--- src/rtl/k051960_strip_sequencer_if.sv ---
`default_nettype none
// ============================================================================
// Module   : k051960_strip_sequencer_if
// Purpose  : Bundles the two buses of the strip sequencer.
//            Entry side:  sprite list entries offered with ENT_VALID and
//                         consumed with ENT_READY.
//            Strip side:  ROM row address, strip latch (LACH/HP/OC/OHF),
//                         pixel advance (CARY) and end of line (HEND).
// Modports : master - the strip sequencer (takes entries, drives strips)
//            slave  - the environment (supplies entries, sinks strips)
// Revision : 1.0 - initial release
// ============================================================================
interface k051960_strip_sequencer_if #(
  parameter int ADDR_W = 18
);
  // Entry list side
  logic              ENT_VALID;
  logic              ENT_READY;
  logic [8:0]        ENT_X;
  logic [7:0]        ENT_COLOR;
  logic              ENT_FLIPX;
  logic [1:0]        ENT_WIDTH;
  logic [14:0]       ENT_CODE;
  logic [7:0]        ENT_SCALE;
  logic              ENT_LAST;

  // Strip side
  logic [ADDR_W-1:0] ROM_ADDR;
  logic              ROM_REQ;
  logic              LACH;
  logic [8:0]        HP;
  logic [7:0]        OC;
  logic              OHF;
  logic              CARY;
  logic              HEND;

  modport master (
    input  ENT_VALID, ENT_X, ENT_COLOR, ENT_FLIPX, ENT_WIDTH, ENT_CODE,
           ENT_SCALE, ENT_LAST,
    output ENT_READY, ROM_ADDR, ROM_REQ, LACH, HP, OC, OHF, CARY, HEND
  );

  modport slave (
    output ENT_VALID, ENT_X, ENT_COLOR, ENT_FLIPX, ENT_WIDTH, ENT_CODE,
           ENT_SCALE, ENT_LAST,
    input  ENT_READY, ROM_ADDR, ROM_REQ, LACH, HP, OC, OHF, CARY, HEND
  );
endinterface
`default_nettype wire

--- src/rtl/k051960_strip_sequencer.sv ---
`default_nettype none
// ============================================================================
// Module   : k051960_strip_sequencer
// Purpose  : Walks the per-line list of visible sprite entries and emits
//            8-pixel strips to the sprite data processor: ROM row address,
//            strip latch, per-tick pixel advance, then end of line.
// Ports    : clk_24M    - master clock
//            nRES       - asynchronous active-low reset
//            EN12       - 12 MHz phase enable (a "tick" is an edge with EN12=1)
//            LINE_START - one-clk_24M pulse at line start
//            LIST_EMPTY - sampled with LINE_START, no entries this line
//            bus        - entry handshake and strip outputs (master view)
// Revision : 1.0 - initial release
// ============================================================================
module k051960_strip_sequencer #(
  parameter int LINE_CYC = 768,
  parameter int ADDR_W   = 18
) (
  input  wire clk_24M,
  input  wire nRES,
  output wire EN12,
  input  wire LINE_START,
  input  wire LIST_EMPTY,
  k051960_strip_sequencer_if.master bus
);

  localparam logic [9:0] c_BUDGET_LAST  = 10'(LINE_CYC - 1);
  localparam logic [9:0] c_BUDGET_FORCE = 10'(LINE_CYC - 2);

  typedef enum logic [1:0] {
    S_IDLE  = 2'd0,
    S_FETCH = 2'd1,
    S_STRIP = 2'd2,
    S_DONE  = 2'd3
  } state_t;

  state_t            r_state;
  logic              r_en12;
  logic              r_ls_pend;
  logic              r_empty_pend;
  logic [9:0]        r_budget;
  logic [1:0]        r_phase;
  logic [2:0]        r_k;
  logic [2:0]        r_wm1;
  logic [7:0]        r_acc;
  logic [8:0]        r_xpos;
  logic [7:0]        r_scale;
  logic [14:0]       r_code;
  logic [7:0]        r_color;
  logic              r_flip;
  logic              r_last;

  logic              r_ent_ready;
  logic [ADDR_W-1:0] r_rom_addr;
  logic              r_rom_req;
  logic              r_lach;
  logic [8:0]        r_hp;
  logic [7:0]        r_oc;
  logic              r_ohf;
  logic              r_cary;
  logic              r_hend;

  // A LINE_START seen on the off-phase edge is held until the next tick so
  // that every output still changes only on ticks.
  wire        w_ls         = LINE_START | r_ls_pend;
  wire        w_empty      = LINE_START ? LIST_EMPTY : r_empty_pend;
  wire        w_budget_end = (r_budget == c_BUDGET_FORCE);
  // Scale 0 stands for 256 (1:1); the 9th sum bit is the pixel carry.
  wire  [8:0] w_step       = (r_scale == 8'd0) ? 9'd256 : {1'b0, r_scale};
  wire  [8:0] w_sum        = {1'b0, r_acc} + w_step;
  wire        w_carry      = w_sum[8];
  // Flipped entries fetch their strips right-to-left.
  wire  [2:0] w_strip      = r_flip ? (r_wm1 - r_k) : r_k;
  wire  [3:0] w_wm1_full   = (4'd1 << bus.ENT_WIDTH) - 4'd1;

  assign EN12          = r_en12;
  assign bus.ENT_READY = r_ent_ready;
  assign bus.ROM_ADDR  = r_rom_addr;
  assign bus.ROM_REQ   = r_rom_req;
  assign bus.LACH      = r_lach;
  assign bus.HP        = r_hp;
  assign bus.OC        = r_oc;
  assign bus.OHF       = r_ohf;
  assign bus.CARY      = r_cary;
  assign bus.HEND      = r_hend;

  always_ff @(posedge clk_24M or negedge nRES) begin
    if (!nRES) begin
      r_state      <= S_IDLE;
      r_en12       <= 1'b0;
      r_ls_pend    <= 1'b0;
      r_empty_pend <= 1'b0;
      r_budget     <= 10'd0;
      r_phase      <= 2'd0;
      r_k          <= 3'd0;
      r_wm1        <= 3'd0;
      r_acc        <= 8'd0;
      r_xpos       <= 9'd0;
      r_scale      <= 8'd0;
      r_code       <= 15'd0;
      r_color      <= 8'd0;
      r_flip       <= 1'b0;
      r_last       <= 1'b0;
      r_ent_ready  <= 1'b0;
      r_rom_addr   <= '0;
      r_rom_req    <= 1'b0;
      r_lach       <= 1'b0;
      r_hp         <= 9'd0;
      r_oc         <= 8'd0;
      r_ohf        <= 1'b0;
      r_cary       <= 1'b0;
      r_hend       <= 1'b0;
    end else begin
      r_en12 <= ~r_en12;
      if (!r_en12) begin
        if (LINE_START) begin
          r_ls_pend    <= 1'b1;
          r_empty_pend <= LIST_EMPTY;
        end
      end else begin
        r_ls_pend   <= 1'b0;
        r_ent_ready <= 1'b0;
        r_lach      <= 1'b0;
        r_rom_req   <= 1'b0;
        if (r_budget != c_BUDGET_LAST) begin
          r_budget <= r_budget + 10'd1;
        end

        if (w_ls) begin
          // Abort whatever is in flight; a coincident entry is left unconsumed.
          r_budget <= 10'd0;
          r_cary   <= 1'b0;
          r_hend   <= 1'b0;
          r_state  <= w_empty ? S_DONE : S_FETCH;
        end else if ((r_state == S_FETCH || r_state == S_STRIP) && w_budget_end) begin
          r_state <= S_DONE;
          r_cary  <= 1'b0;
          r_hend  <= 1'b1;
        end else begin
          case (r_state)
            S_IDLE: begin
              r_cary <= 1'b0;
            end
            S_FETCH: begin
              r_cary <= 1'b0;
              if (bus.ENT_VALID) begin
                r_ent_ready <= 1'b1;
                r_xpos      <= bus.ENT_X;
                r_color     <= bus.ENT_COLOR;
                r_flip      <= bus.ENT_FLIPX;
                r_wm1       <= w_wm1_full[2:0];
                r_code      <= bus.ENT_CODE;
                r_scale     <= bus.ENT_SCALE;
                r_last      <= bus.ENT_LAST;
                r_k         <= 3'd0;
                r_phase     <= 2'd0;
                r_acc       <= 8'd0;
                r_state     <= S_STRIP;
              end
            end
            S_STRIP: begin
              if (r_phase == 2'd0) begin
                r_rom_req  <= 1'b1;
                r_lach     <= 1'b1;
                r_rom_addr <= ADDR_W'({r_code, w_strip});
                r_hp       <= r_xpos;
                r_oc       <= r_color;
                r_ohf      <= r_flip;
              end
              r_acc   <= w_sum[7:0];
              r_cary  <= w_carry;
              // Each carry advances one pixel pair; wraps naturally at 512.
              r_xpos  <= r_xpos + {7'd0, w_carry, 1'b0};
              r_phase <= r_phase + 2'd1;
              if (r_phase == 2'd3) begin
                r_k <= r_k + 3'd1;
                if (r_k == r_wm1) begin
                  r_state <= r_last ? S_DONE : S_FETCH;
                end
              end
            end
            S_DONE: begin
              r_cary <= 1'b0;
              r_hend <= 1'b1;
            end
            default: begin
              r_state <= S_IDLE;
            end
          endcase
        end
      end
    end
  end

endmodule
`default_nettype wire

--- src/flat_wrapper.sv ---
// flat-port wrapper written by rule: the top's interface ports become plain ports
module k051960_strip_sequencer_flat 
#(
  parameter int LINE_CYC = 768,
  parameter int ADDR_W   = 18
)
  (clk_24M, nRES, EN12, LINE_START, LIST_EMPTY, bus_ENT_VALID, bus_ENT_X, bus_ENT_COLOR, bus_ENT_FLIPX, bus_ENT_WIDTH, bus_ENT_CODE, bus_ENT_SCALE, bus_ENT_LAST, bus_ENT_READY, bus_ROM_ADDR, bus_ROM_REQ, bus_LACH, bus_HP, bus_OC, bus_OHF, bus_CARY, bus_HEND);
  k051960_strip_sequencer_if #(.ADDR_W(ADDR_W)) bus_i ();
  input  wire clk_24M;
  input  wire nRES;
  output wire EN12;
  input  wire LINE_START;
  input  wire LIST_EMPTY;
  input wire logic [$bits(bus_i.ENT_VALID)-1:0] bus_ENT_VALID;
  input wire logic [$bits(bus_i.ENT_X)-1:0] bus_ENT_X;
  input wire logic [$bits(bus_i.ENT_COLOR)-1:0] bus_ENT_COLOR;
  input wire logic [$bits(bus_i.ENT_FLIPX)-1:0] bus_ENT_FLIPX;
  input wire logic [$bits(bus_i.ENT_WIDTH)-1:0] bus_ENT_WIDTH;
  input wire logic [$bits(bus_i.ENT_CODE)-1:0] bus_ENT_CODE;
  input wire logic [$bits(bus_i.ENT_SCALE)-1:0] bus_ENT_SCALE;
  input wire logic [$bits(bus_i.ENT_LAST)-1:0] bus_ENT_LAST;
  output wire logic [$bits(bus_i.ENT_READY)-1:0] bus_ENT_READY;
  output wire logic [$bits(bus_i.ROM_ADDR)-1:0] bus_ROM_ADDR;
  output wire logic [$bits(bus_i.ROM_REQ)-1:0] bus_ROM_REQ;
  output wire logic [$bits(bus_i.LACH)-1:0] bus_LACH;
  output wire logic [$bits(bus_i.HP)-1:0] bus_HP;
  output wire logic [$bits(bus_i.OC)-1:0] bus_OC;
  output wire logic [$bits(bus_i.OHF)-1:0] bus_OHF;
  output wire logic [$bits(bus_i.CARY)-1:0] bus_CARY;
  output wire logic [$bits(bus_i.HEND)-1:0] bus_HEND;
  assign bus_i.ENT_VALID = bus_ENT_VALID;
  assign bus_i.ENT_X = bus_ENT_X;
  assign bus_i.ENT_COLOR = bus_ENT_COLOR;
  assign bus_i.ENT_FLIPX = bus_ENT_FLIPX;
  assign bus_i.ENT_WIDTH = bus_ENT_WIDTH;
  assign bus_i.ENT_CODE = bus_ENT_CODE;
  assign bus_i.ENT_SCALE = bus_ENT_SCALE;
  assign bus_i.ENT_LAST = bus_ENT_LAST;
  assign bus_ENT_READY = bus_i.ENT_READY;
  assign bus_ROM_ADDR = bus_i.ROM_ADDR;
  assign bus_ROM_REQ = bus_i.ROM_REQ;
  assign bus_LACH = bus_i.LACH;
  assign bus_HP = bus_i.HP;
  assign bus_OC = bus_i.OC;
  assign bus_OHF = bus_i.OHF;
  assign bus_CARY = bus_i.CARY;
  assign bus_HEND = bus_i.HEND;
  k051960_strip_sequencer #(.LINE_CYC(LINE_CYC), .ADDR_W(ADDR_W)) u_core (.clk_24M(clk_24M), .nRES(nRES), .EN12(EN12), .LINE_START(LINE_START), .LIST_EMPTY(LIST_EMPTY), .bus(bus_i));
endmodule
--- config.mk ---
export PLATFORM = sky130hd
export DESIGN_NAME = k051960_strip_sequencer_flat
export DESIGN_NICKNAME = d
export VERILOG_FILES = /design/src/rtl/k051960_strip_sequencer_if.sv /design/src/rtl/k051960_strip_sequencer.sv /design/src/flat_wrapper.sv
export SDC_FILE = /design/constraint.sdc
export NUM_CORES = 1
export LEC_CHECK = 0
export CAP_MARGIN = 20
export CORE_MARGIN = 2
export CORE_UTILIZATION = 41
export DETAILED_ROUTE_END_ITERATION = 10
export PLACE_DENSITY = 0.72
export SETUP_SLACK_MARGIN = 0.02
export SYNTH_ARGS = -nofsm -noshare
export SYNTH_HDL_FRONTEND = slang
export SYNTH_SLANG_ARGS = --single-unit
--- constraint.sdc ---
create_clock -name clk_24M -period 3.9 [get_ports clk_24M]
set_clock_uncertainty 0.15 [all_clocks]
set_input_delay 0.78 -clock clk_24M [delete_from_list [all_inputs] [get_ports clk_24M]]
set_output_delay 0.78 -clock clk_24M [all_outputs]
set_load 0.01 [all_outputs]
==> summary.txt <==
Pwr
  • Static leakage: 3.155 nW
  • Total power divided by cell area: 516.8 nW/um2
  • Total power: 0.003718 W
  • Worst IR drop on VDD: 0.3348 mV

Synthesis
  • Post-Syn Area: 5538 um2
  • Synth Warn #: 0
  • Synth cell types: 56
  • Most common cell in the synthesized netlist: sky130_fd_sc_hd__dfrtp_1
  • Synth cell count leaders: sky130_fd_sc_hd__dfrtp_1 (113), sky130_fd_sc_hd__mux2_2 (36), sky130_fd_sc_hd__nand2_1 (36)
  • #FFs+latches synth: 113
  • Synthesized area per cell: 11.83 um2
  • EDFF count, synth: 0
  • Post-Synthesis Net Count: 541
  • Fraction of registers with async set/reset: 100.0%
  • Primary flip-flop cell chosen by synthesis mapping: sky130_fd_sc_hd__dfrtp_1
  • Area share of the leading cell type in the synthesized netlist: 51.06%
  • Top cells by area, synth: sky130_fd_sc_hd__dfrtp_1 (51%), sky130_fd_sc_hd__mux2_4 (8.9%), sky130_fd_sc_hd__mux2_2 (7.3%), sky130_fd_sc_hd__ha_1 (5.0%), sky130_fd_sc_hd__a21oi_1 (2.8%)
  • Cell type with the highest aggregate area in the netlist: sky130_fd_sc_hd__dfrtp_1
  • Seq/Total Area, Yosys: 51.06%
  • Gate count of the mapped netlist: 468

Floorplanning
  • Die outline area: 14,450 um2
  • Row count: 42
  • Number of top-level pins: 91
  • DIE WIDTH: 120.2 um
  • Vertical extent of the die: 120.2 um
  • Std-Cell Core Area: 13,240 um2
  • Starting density of the core: 41.82%

Critical path
  • Worst reg2reg endpoint: u_core.r_xpos[8]$_DFFE_PN0P_
  • Crit path max-delay cell type: sky130_fd_sc_hd__dfrtp_1
  • Kind of capture point of the worst setup path: flop
  • CP max FO: 3
  • List of cells traversed by the critical path: ha_1 -> inv_1 -> fa_1 -> nand2b_1 -> a21oi_1 -> nor3_1 -> or2_2 -> xor2_1 -> ha_1 -> nand3_1 -> nor2_1 -> or2_2 -> o21ai_0 -> a211oi_1
  • Depth of the most critical reg-to-reg path: 14
  • Startpoint kind of the worst setup timing path: flop
  • WS Path Type: reg2reg
  • Origin of the worst setup path: u_core.r_scale[0]$_DFFE_PN0P_
  • Flop-to-flop setup slack: 0.63 ns
  • Reg2Reg Launch Point: u_core.r_scale[0]$_DFFE_PN0P_
  • Worst path max stage delay: 0.38 ns
  • CP Data Arrival Time: 3.44 ns
  • CP Capture Point: u_core.r_xpos[8]$_DFFE_PN0P_
  • WP data required: 4.06 ns

Clocking
  • Clk sinks: 113
  • Number of gates resized after CTS: 0
  • Postcts setup bufs: 0
  • Clock buffers created by TritonCTS: 17
  • Maximum buffer depth of the clock tree: 2
  • Reg clk slew, reported paths: 0.05 ns
  • Hold buffers post-CTS: 0
  • CTS tree: built
  • CTS HTree Levels: 4
  • Clk_lat worst skew: 0.41 ns
  • Cell at the root of the clock tree: sky130_fd_sc_hd__clkbuf_16

Detailed routing
  • Number of routed nets with antenna violations: 0
  • Pre-Repair DR Iteration Count: 4
  • Via/cell ratio: 5.178
  • Avg WL per Cell: 15.54 um
  • Initial DRC count: 280
  • DRC violation count after routing: 0
  • Final Routed Wirelength: 11.62 mm
  • Vias: 3,873

STA
  • Setup TNS Final: 0 ns
  • Worst slew pin tran: 0.7330 ns
  • Number of hold violations in the final report: 0
  • Final critical path time including I/O delays and setup: 3.273 ns
  • Final period utilization: 83.92%
  • Headroom to the max-slew limit: 51.05%
  • Highest clock rate: 305.5 MHz
  • RSZ-0062 raised after global routing: false
  • Final-report setup violation count: 0
  • Total count of max-transition violations in the final report: 0

Placed design
  • Global placement routability congestion: 0.7588
  • HPWL Detailed: 7.806 mm
  • # port buffers: 90

Status
  • Result of the run: completed

GRT
  • Maximum number of pins on one net before global-route repair: 87
  • Number of antenna violations at the first check in global routing: 0
  • Via count of the first global-routing pass: 3,913
  • First-pass GRT wire length: 19.33 mm
  • Global-route usage over all layers: 16.85%
  • Global route total overflow: 0

Cells and area
  • Share of cells above drive strength 1: 20.63%
  • Filler cells: 1,112
  • Area of the multi-input gates: 2476 um2
  • Net count of the finished layout: 633
  • Count of inserted antenna diode cells: 0
  • Area growth, synth to finish: 29.91%
  • Storage cell area: 2828 um2

Job
  • Max Cap Viol: 0

Min path
  • Type of the most critical hold path: in2async
[stage by stage]
| stage | hold slack [ns] | worst slack (ns) | util [%] | std cells | area [um2] |
|---|---|---|---|---|---|
| floorplan | 0.2953 | 0.9897 | - | 468 | 5538 |
| global route | 0.07998 | 0.4462 | 54.33 | 748 | 7194 |
| CTS | 0.3423 | 0.6795 | 54.12 | 747 | 7167 |
| detailed placement | 0.3304 | 0.6215 | 49.57 | 716 | 6564 |
| global placement | 0.3109 | 0.6949 | 49.57 | 716 | 6564 |
| finish | 0.07659 | 0.6270 | 54.33 | 748 | 7194 |
[state kept, by name, indices dropped and copies added, names as in the netlist, 3 cells and up]
signal / flops
u_core.r_scale: 8
u_core.r_color: 8
u_core.bus.ROM_ADDR: 18
u_core.r_k: 3
u_core.bus.HP: 9
u_core.bus.OC: 8
u_core.r_acc: 8
u_core.r_budget: 10
u_core.r_xpos: 9
u_core.r_code: 15
u_core.r_wm1: 3
[critical path, delay by kind of cell (launching register included)]
kind            cells  cell delay, ns
compound gates      3            0.57
flops               1            0.38
buf+inv             1            0.05
xor+xnor            1            0.21
simple gates        6            1.03
fa+ha+maj           3            0.79
[power breakdown]
part	internal, W	switching [W]	leakage (nW)	total, W
logic	0.000364	0.000265	1.39	0.000629
registers	0.00137	0.000158	1.47	0.00153
clock network	0.00104	0.000514	0.301	0.00156
[kinds of logic after synthesis]
family                     after synthesis  synth area share [%]
DFF                                    113                 51.06
and+or+nand+nor                        123                 11.61
adders and majority gates               24                 5.694
muxes                                   72                 16.81
buffers and inverters                   43                 4.338
xor gates and xnor gates                12                 1.898
AOI/OAI and AO/OA                       81                 8.586
[layout by cell type, fill, tap and decap left out, types with 18 or more instances in the layout]
cell type                         Yosys  final
sky130_fd_sc_hd__inv_1               18     18
sky130_fd_sc_hd__clkdlybuf4s50_1      0     89
sky130_fd_sc_hd__ha_1                22     22
sky130_fd_sc_hd__a21oi_1             31     31
sky130_fd_sc_hd__mux2_2              36     36
sky130_fd_sc_hd__nor2_1              18     18
sky130_fd_sc_hd__dfrtp_1            113    113
sky130_fd_sc_hd__nand2_1             36     36
sky130_fd_sc_hd__mux2_4              33     33
sky130_fd_sc_hd__o21ai_0             29     29
[area by class of cell]
class / instances / area share [%]
clock inverter: 11 / 1.896
timing repair buffer: 97 / 13.84
sequential: 113 / 39.30
clock buffer: 20 / 6.487
inverter: 19 / 0.9913
tap: 176 / 3.061
multi-input combinational: 312 / 34.42
[routing by layer]
layer / track usage, % / routed length, um / vias up
met5: 0 / 0 / -
met4: 6.177 / 202 / 0
met3: 4.198 / 512 / 19
met2: 27.24 / 5652 / 107
met1: 22.06 / 5254 / 1896
li1: - / - / 1851
[worst min-delay path by stage]
stage,from,to,cells past startpoint
after global placement,u_core.r_acc[0]$_DFFE_PN0P_,u_core.r_acc[0]$_DFFE_PN0P_,2
after detailed placement,u_core.r_acc[0]$_DFFE_PN0P_,u_core.r_acc[0]$_DFFE_PN0P_,2
after floorplan,u_core.r_acc[0]$_DFFE_PN0P_,u_core.r_acc[0]$_DFFE_PN0P_,2
after global routing,nRES,u_core.bus.ROM_ADDR[3]$_DFFE_PN0P_,1
after CTS,u_core.r_acc[0]$_DFFE_PN0P_,u_core.r_acc[0]$_DFFE_PN0P_,2
final,nRES,u_core.bus.ROM_ADDR[3]$_DFFE_PN0P_,1
No activity file was read; power rests on OpenSTA's default activity.
